File: config.mk
export PLATFORM = sky130hd
export DESIGN_NAME = psum_channel_accumulator
export DESIGN_NICKNAME = d
export VERILOG_FILES = /design/src/rtl/psum_channel_accumulator.sv
export SDC_FILE = /design/constraint.sdc
export NUM_CORES = 1
export LEC_CHECK = 0
export ABC_AREA = 1
export CORE_ASPECT_RATIO = 0.8
export CORE_MARGIN = 10
export CORE_UTILIZATION = 35
export CTS_CLUSTER_DIAMETER = 50
export DETAILED_ROUTE_END_ITERATION = 10
export PLACE_DENSITY_LB_ADDON = 0.15
export RECOVER_POWER = 25
export SLEW_MARGIN = 20
export SYNTH_ARGS = -nofsm -noshare
export SYNTH_HDL_FRONTEND = slang
export SYNTH_SLANG_ARGS = --single-unit
File: constraint.sdc
create_clock -name clk -period 3.5 [get_ports clk]
set_input_delay 0.7 -clock clk [delete_from_list [all_inputs] [get_ports clk]]
set_output_delay 0.7 -clock clk [all_outputs]
set_load 0.03 [all_outputs]
File: src/rtl/psum_channel_accumulator.sv
// Accumulates adder-tree kernel sums over input-channel tiles with per-add
// signed saturation, then drains one word per handshake to the output buffer.

module psum_lane_add #(
  parameter int FW = 16,
  parameter int AW = 20
) (
  input  logic [AW-1:0] acc_even,
  input  logic [AW-1:0] acc_odd,
  input  logic [FW-1:0] sum_even,
  input  logic [FW-1:0] sum_odd,
  output logic [AW-1:0] nxt_even,
  output logic [AW-1:0] nxt_odd
);
  // One guard bit is enough: a single add can overflow by at most one bit.
  function automatic logic [AW-1:0] sat_add(input logic [AW-1:0] a, input logic [FW-1:0] s);
    logic [AW:0] t;
    t = {a[AW-1], a} + {{(AW+1-FW){s[FW-1]}}, s};
    if (t[AW] != t[AW-1])
      sat_add = t[AW] ? {1'b1, {(AW-1){1'b0}}} : {1'b0, {(AW-1){1'b1}}};
    else
      sat_add = t[AW-1:0];
  endfunction

  assign nxt_even = sat_add(acc_even, sum_even);
  assign nxt_odd  = sat_add(acc_odd, sum_odd);
endmodule

module psum_channel_accumulator #(
  parameter int Tn                 = 4,
  parameter int FEATURE_WIDTH      = 16,
  parameter int ACC_WIDTH          = 20,
  parameter int KERNEL_SIZE_5_MODE = 1
) (
  input  logic                        clk,
  input  logic                        rst,
  input  logic                        start,
  input  logic [7:0]                  tile_count,
  input  logic                        kn_size_mode,
  input  logic                        sum_valid,
  input  logic [Tn*FEATURE_WIDTH-1:0] sum_even,
  input  logic [Tn*FEATURE_WIDTH-1:0] sum_odd,
  output logic                        out_valid,
  input  logic                        out_ready,
  output logic [ACC_WIDTH-1:0]        out_data,
  output logic                        out_last,
  output logic                        busy,
  output logic                        done,
  output logic                        drop_err
);
  localparam int FW = FEATURE_WIDTH;
  localparam int AW = ACC_WIDTH;
  localparam int NW = 2 * Tn;
  localparam int IW = $clog2(NW + 1);

  typedef enum logic [1:0] {IDLE, ACCUM, DRAIN} state_t;

  state_t                   state;
  logic [7:0]               tc, cnt;
  logic                     mode5;
  logic [IW-1:0]            idx, nidx, total;
  logic [Tn-1:0][AW-1:0]    acc_even, acc_odd, nxt_even, nxt_odd;
  logic [NW-1:0][AW-1:0]    words;
  logic [AW-1:0]            next_word;
  logic                     clr, add_e, last_strobe;

  assign clr         = (state == IDLE) && start;
  assign add_e       = (state == ACCUM) && sum_valid;
  assign last_strobe = add_e && (8'(cnt + 8'd1) == tc);
  assign total       = mode5 ? IW'(Tn) : IW'(NW);
  assign nidx        = idx + IW'(1);

  for (genvar i = 0; i < Tn; i++) begin : g_lane
    psum_lane_add #(.FW(FW), .AW(AW)) u_lane (
      .acc_even (acc_even[i]),
      .acc_odd  (acc_odd[i]),
      .sum_even (sum_even[i*FW +: FW]),
      .sum_odd  (sum_odd[i*FW +: FW]),
      .nxt_even (nxt_even[i]),
      .nxt_odd  (nxt_odd[i])
    );
    // Interleaved 3x3 drain order: even[i], odd[i].
    assign words[2*i]   = acc_even[i];
    assign words[2*i+1] = acc_odd[i];
  end

  always_comb begin
    next_word = '0;
    if (mode5) begin
      for (int j = 0; j < Tn; j++)
        if (nidx == IW'(j)) next_word = acc_even[j];
    end else begin
      for (int j = 0; j < NW; j++)
        if (nidx == IW'(j)) next_word = words[j];
    end
  end

  // Odd accumulators only move in 3x3 mode; in 5x5 mode sum_odd is don't-care.
  always_ff @(posedge clk) begin
    if (rst || clr) begin
      acc_even <= '0;
      acc_odd  <= '0;
    end else if (add_e) begin
      acc_even <= nxt_even;
      if (!mode5) acc_odd <= nxt_odd;
    end
  end

  always_ff @(posedge clk) begin
    if (rst) begin
      state     <= IDLE;
      tc        <= 8'd1;
      cnt       <= '0;
      mode5     <= 1'b0;
      idx       <= '0;
      out_valid <= 1'b0;
      out_data  <= '0;
      out_last  <= 1'b0;
      busy      <= 1'b0;
      done      <= 1'b0;
      drop_err  <= 1'b0;
    end else begin
      done <= 1'b0;
      case (state)
        IDLE: begin
          if (start) begin
            tc       <= (tile_count == 8'd0) ? 8'd1 : tile_count;
            mode5    <= (kn_size_mode == 1'(KERNEL_SIZE_5_MODE));
            cnt      <= '0;
            drop_err <= 1'b0;
            busy     <= 1'b1;
            state    <= ACCUM;
          end else if (sum_valid) begin
            drop_err <= 1'b1;
          end
        end
        ACCUM: begin
          if (add_e) cnt <= cnt + 8'd1;
          // Word 0 is even[0] in both modes, so it comes straight off the adder.
          if (last_strobe) begin
            state     <= DRAIN;
            idx       <= '0;
            out_valid <= 1'b1;
            out_data  <= nxt_even[0];
            out_last  <= (total == IW'(1));
          end
        end
        DRAIN: begin
          if (sum_valid) drop_err <= 1'b1;
          if (out_ready) begin
            if (out_last) begin
              out_valid <= 1'b0;
              out_last  <= 1'b0;
              out_data  <= '0;
              busy      <= 1'b0;
              done      <= 1'b1;
              state     <= IDLE;
            end else begin
              idx      <= nidx;
              out_data <= next_word;
              out_last <= (nidx == total - IW'(1));
            end
          end
        end
        default: state <= IDLE;
      endcase
    end
  end
endmodule

# Word-level counts from Yosys, hierarchy flattened
# Cells that the tools add are included.
[word_totals]
regBits = 208
inputBits = 142
output_inout_bits = 25
[op_classes]
n_addsub = 11
eq_ne = 26
n_mux = 60
bitwise_logic = 3
n_reduce_logical = 19
[op_table]
columns = ["op", "count"]
rows = [
  ["2-to-1 mux 20 bit", 31],
  ["adder 20 x 16 -> 21 bit", 8],
  ["case mux 20 bit (2 select lines)", 1],
  ["2-to-1 mux 8 bit", 3],
  ["equality test 4 x 3 -> 1 bit, second input constant", 4],
  ["2-to-1 mux 4 bit", 4],
  ["case mux 8 bit (2 select lines)", 1],
  ["AND reduction 4 bit", 4],
  ["!= test 2 bit, second input constant", 6],
  ["2-to-1 mux 1 bit", 10],
  ["adder 8 x 1 -> 8 bit, second input constant", 1],
  ["equality test 4 x 1 -> 1 bit, second input constant", 2],
  ["equality test 4 x 2 -> 1 bit, second input constant", 2],
  ["equality test 8 bit", 1],
  ["zero test 8 bit", 1],
  ["2-to-1 mux 2 bit", 4],
  ["!= test 1 bit", 8],
  ["case mux 1 bit (2 select lines)", 4],
  ["case mux 4 bit (2 select lines)", 1],
  ["case mux 2 bit (3 select lines)", 1],
  ["AND reduction 3 bit", 2],
  ["nonzero test 2 bit", 3],
  ["adder 4 x 1 -> 4 bit, second input constant", 1],
  ["equality test 4 bit", 1],
  ["other kinds (10)", 15],
]

# Longest topological paths before layout
[logic_depth]
depth_word = 14
mapped_depth = 21

# By module
# Synthesis repeated with hierarchy kept, for this count alone.
[hier_totals]
hier_cells = 3921
area_unflattened_um2 = 22425.3
[by_module_without_submodules]
columns = ["module", "n_inst", "cells_each", "area_per_inst_um2", "seq_area_each_um2"]
rows = [
  ["psum_channel_accumulator", 1, 1638, 10570.1, 4164.0],
  ["psum_lane_add at g_lane[1].u_lane ...", 3, 570, 2952.8, 0.0],
  ["psum_lane_add at g_lane[0].u_lane", 1, 573, 2996.6, 0.0],
]

# Least setup slack after synthesis
# OpenSTA, ideal clock, no wires.
[synth_path]
path_type = "input to register"
start = "input port sum_odd[48]"
end = "register acc_odd[74] (netlist name)"
setup_ns = 0.070
t_arrival_ns = 2.610
t_required_ns = 3.430
path_slack_ns = 0.820
cell_stages = 13
path_buffers = 0
cell_sequence = "ha_1 -> inv_1 -> fa_1 -> o21ai_0 -> a21oi_1 -> o21ai_0 -> nand3_1 -> nand2_1 -> nand2_1 -> nand2_1 -> xor2_1 -> nand2_1 -> a21oi_1"
[synth_via]
elab_chain_len = 3
word_cells_on_any_way = 4
cone_classes = "1 x add/sub; 1 x eq/ne; 2 x mux"
[synth_rtl]
columns = ["item", "line", "rtl"]
rows = [
  ["start, declared", "42", "input logic [Tn*FEATURE_WIDTH-1:0] sum_odd,"],
  ["adder 20 x 16 -> 21 bit *", "18", "t = {a[AW-1], a} + {{(AW+1-FW){s[FW-1]}}, s};"],
  ["2-to-1 mux 20 bit / != test 1 bit (equally long branches)", "20, 19", ""],
  ["2-to-1 mux 20 bit *", "19", "if (t[AW] != t[AW-1])"],
  ["end signal, assigned", "105", "if (!mode5) acc_odd <= nxt_odd;"],
  ["end, declared", "62", "logic [Tn-1:0][AW-1:0] acc_even, acc_odd, nxt_even, nxt_odd;"],
]
# Every way passes the cells marked *; elsewhere a longest branch is shown, timed or not.
# A chain may end at the register's enable or synchronous reset.

# Worst setup path in the final report
[layout_path]
start = "input port sum_valid"
end = "register cnt[6]"
[layout_via]
elab_chain_len = 3
[layout_rtl]
columns = ["item", "line", "rtl"]
rows = [
  ["start, declared", "40", "input logic sum_valid,"],
  ["logical AND 1 bit", "68", "assign add_e = (state == ACCUM) && sum_valid;"],
  ["!= test 2 bit (no line)", "-", ""],
  ["AND reduction 3 bit (no line)", "-", ""],
  ["end signal, assigned", "138", "if (add_e) cnt <= cnt + 8'd1;"],
  ["end, declared", "59", "logic [7:0] tc, cnt;"],
]
# Every way passes these cells.

==> results by group <==
CTS
  – Clock transition at path regs: about 0.060 ns
  – Later-pin clock latency in the skew report: 0.59 ns
  – Clk buf depth: 3
  – Num CTS Buffers: 31
  – Clock Sinks: between 200 and 250
  – CTS tree: done
  – Clock root buffer: clkbuf_16
  – Post-CTS setup buffers: 0
  – Resized Gates After CTS: 0
  – H-Tree Depth: 1
  – Hold_buf cts: 0

Placed design
  – Buffers on Ports: 166
  – GP Congestion: 0.926
  – Detailed placer's ending HPWL: 57.9 mm

Yosys
  – Leading area contributor after synthesis: dfxtp_1
  – Synthesized Nets: between 3000 and 4000
  – #FFs+latches synth: 208
  – EDFF count, synth: 0
  – Cell Area, Synth: 0.0190 mm²
  – Yosys cell types: 49
  – Synth area leaders: dfxtp_1 (22%), nand2_1 (15%), ha_1 (11%)
  – Synth top area share: 0.219
  – Seq/Total Area, Yosys: 0.219
  – Syn Area/Cell: 6.31 µm²
  – Dominant synthesized flop cell: dfxtp_1
  – Async set-reset flop share out of synthesis: 0
  – Ys Warns: 0
  – Synth Instances: slightly above 3000

Pwr
  – Leakage power: 10.9 nW
  – PwrDens: 431 mW/mm²
  – Worst VDD drop: about 0.00032 V

Route
  – Final wirelength: approximately 72 mm
  – First-pass DRT Iterations: 6
  – Routed Antenna Nets: 0
  – Detailed-route via count: roughly 21000
  – Wire per inst: 18.5 µm
  – DRC violations left: 0
  – DR vias/cell: 5.37
  – Drt first-iter violations: around 1700

Setup path
  – Delay-heaviest family, CP: buffers and inverters
  – Worst EP arrival: 3.62 ns
  – Crit end category: flop
  – Critical path launch point type: input port
  – Cells along the critical path: dlygate4sd3_1 -> nand2_1 -> inv_1 -> clkbuf_2 -> nor2_1 -> inv_1 -> nor2_1 -> o21a_1
  – CP max stage delay: 1.16 ns
  – Critical path's slowest cell: clkbuf_2
  – WP data required: 3.98 ns
  – R2R setup slack: 0.44 ns
  – Crit path kind: in -> reg
  – CP Buf/Inv Count: 4
  – Crit path max fanout: 70

Final layout
  – Antenna diodes: 0
  – Final core occ: 0.425
  – Final net count: 3505
  – Fraction of layout cells with a size suffix above 1: 0.0517
  – Area growth syn-to-layout: 20.2%

Flow run
  – Max cap viols: 1

STA
  – Tmin final: 3.13 ns
  – Setup TNS: 0 ns
  – Final setup vio count: 0
  – Final hold viol count: 0
  – Max Fclk: 319 MHz
  – Worst slew margin relative to its limit: -0.0550
  – Worst clock skew: 0.0210 ns
  – Worst Max-Slew Pin Slew: between 1.5 and 2 ns
  – Max-slew violations: 71
  – Fin crit share: 0.895
  – RSZ-0062 raised after global routing: false

Global routing
  – Initial antenna violation count: 1
  – Pin count of the biggest net entering global routing: 127
  – Number of global-route vias before repair: between 15000 and 20000
  – Total track usage: 0.217
  – GRT overflow: 0
  – First-pass GRT wire length: 113 mm

Floorplanning
  – Initial Utilization: 0.354
  – Die Y: 229 µm
  – Num ports: 167
  – Core ar.: 0.0538 mm²
  – Num rows: 76
  – Die X: 281 µm
  – Die area: 0.0642 mm²

Run status
  – Failing checks: max-capacitance violations, max-slew violations
  – Status: complete, but fails checks

Min path
  – Hold/Removal Path Class: reg -> reg
-- placed cells by master (no fill, tap or decap), types with 6 or more instances in the layout --
cell type / synthesis / final
a211oi_1: 10 / 10
nand2_1: 777 / 778
o21bai_1: 25 / 25
buf_12: 0 / 10
o211ai_1: 44 / 44
dfxtp_1: 208 / 208
o21ai_0: 366 / 367
nand4_1: 60 / 60
xnor2_1: 46 / 46
nor4_1: 17 / 18
buf_4: 9 / 69
nor2_2: 7 / 6
clkbuf_1: 56 / 7
nand3_1: 127 / 128
nor3_1: 16 / 16
a221oi_1: 7 / 7
o21ai_1: 29 / 28
clkbuf_16: 0 / 31
dlygate4sd3_1: 0 / 29
fa_1: 8 / 8
o31ai_1: 6 / 6
xor2_1: 95 / 95
nor2_1: 148 / 147
clkdlybuf4s50_1: 0 / 137
a21o_1: 14 / 14
inv_1: 305 / 307
a21oi_1: 364 / 364
a31oi_1: 9 / 9
or2_2: 9 / 9
ha_1: 166 / 166
inv_6: 0 / 6
-- tightest hold or removal path, delay by kind of cell, from the launching register on --
kind / cells / cell delay [ns]
DFF: 1 / 0.31
and+or+nand+nor: 1 / 0.06
AOI/OAI and AO/OA: 1 / 0.05
-- power breakdown --
part / leakage, nW / internal [mW] / switching [mW] / total [mW]
combinational: 8.71 / 1.34 / 2.48 / 3.82
clock: 0.527 / 2.06 / 1.27 / 3.33
sequential: 1.69 / 2.52 / 0.198 / 2.72
-- synthesized netlist by cell type (46+ instances only) --
cell type,n
dfxtp_1,208
ha_1,166
inv_1,305
xor2_1,95
nand2_1,777
a21oi_1,364
nor2_1,148
nand4_1,60
xnor2_1,46
o21ai_0,366
clkbuf_1,56
nand3_1,127
-- path summary, 6_finish.rpt --
check             cells after the start       from      endpoint
setup / recovery                      8  sum_valid        cnt[6]
hold / removal                        2  out_valid     out_valid
setup reg to reg                     17     idx[0]  out_data[10]
hold reg to reg                       2  out_valid     out_valid
-- registers in the layout, summed over array words and instances, names as in the netlist, 2 cells and up --
name,count
out_data,20
acc_even,80
state,2
acc_odd,80
cnt,8
tc,8
idx,4
-- per-layer routing --
layer | routed length (µm) | share of wire | global-route usage
met2 | 31700 | 0.44 | 0.344
met1 | 35400 | 0.49 | 0.312
met3 | 3890 | 0.054 | 0.0247
met5 | 13 | 0.00018 | 0
met4 | 1340 | 0.019 | 0.0411
-- final cells by class --
type | count | area [µm²]
Fill cell | 5766 | 30900
Multi-Input combinational cell | 2385 | 13200
Sequential cell | 208 | 4160
Timing Repair Buffer | 249 | 2400
Inverter | 314 | 1180
Tap cell | 702 | 878
Clock buffer | 37 | 818
Clock inverter | 20 | 272
-- through the flow --
step                      cells  hold WS, ns  total power [mW]  cell area (µm²)  worst slack [ns]
after global routing       3915        0.492              10.5            22900             0.115
final                      3915        0.468              9.87            22900             0.366
after global placement     3858        0.460              6.53            21800           0.00189
after detailed placement   3858        0.466              6.53            21800            0.0574
after floorplan            3016        0.445              5.18            19000             0.820
after CTS                  3915        0.476              9.90            22900             0.505
-- kinds of logic (layout without fill, tap and decap cells) --
logic type	Yosys count	after routing	share of synthesized area
compound gates	884	884	0.249
xor+xnor	143	143	0.0665
fa+ha+maj	174	174	0.117
buf+inv	423	620	0.0886
flops	208	208	0.219
simple gates	1184	1184	0.260
(Power assumes the default switching activity.)
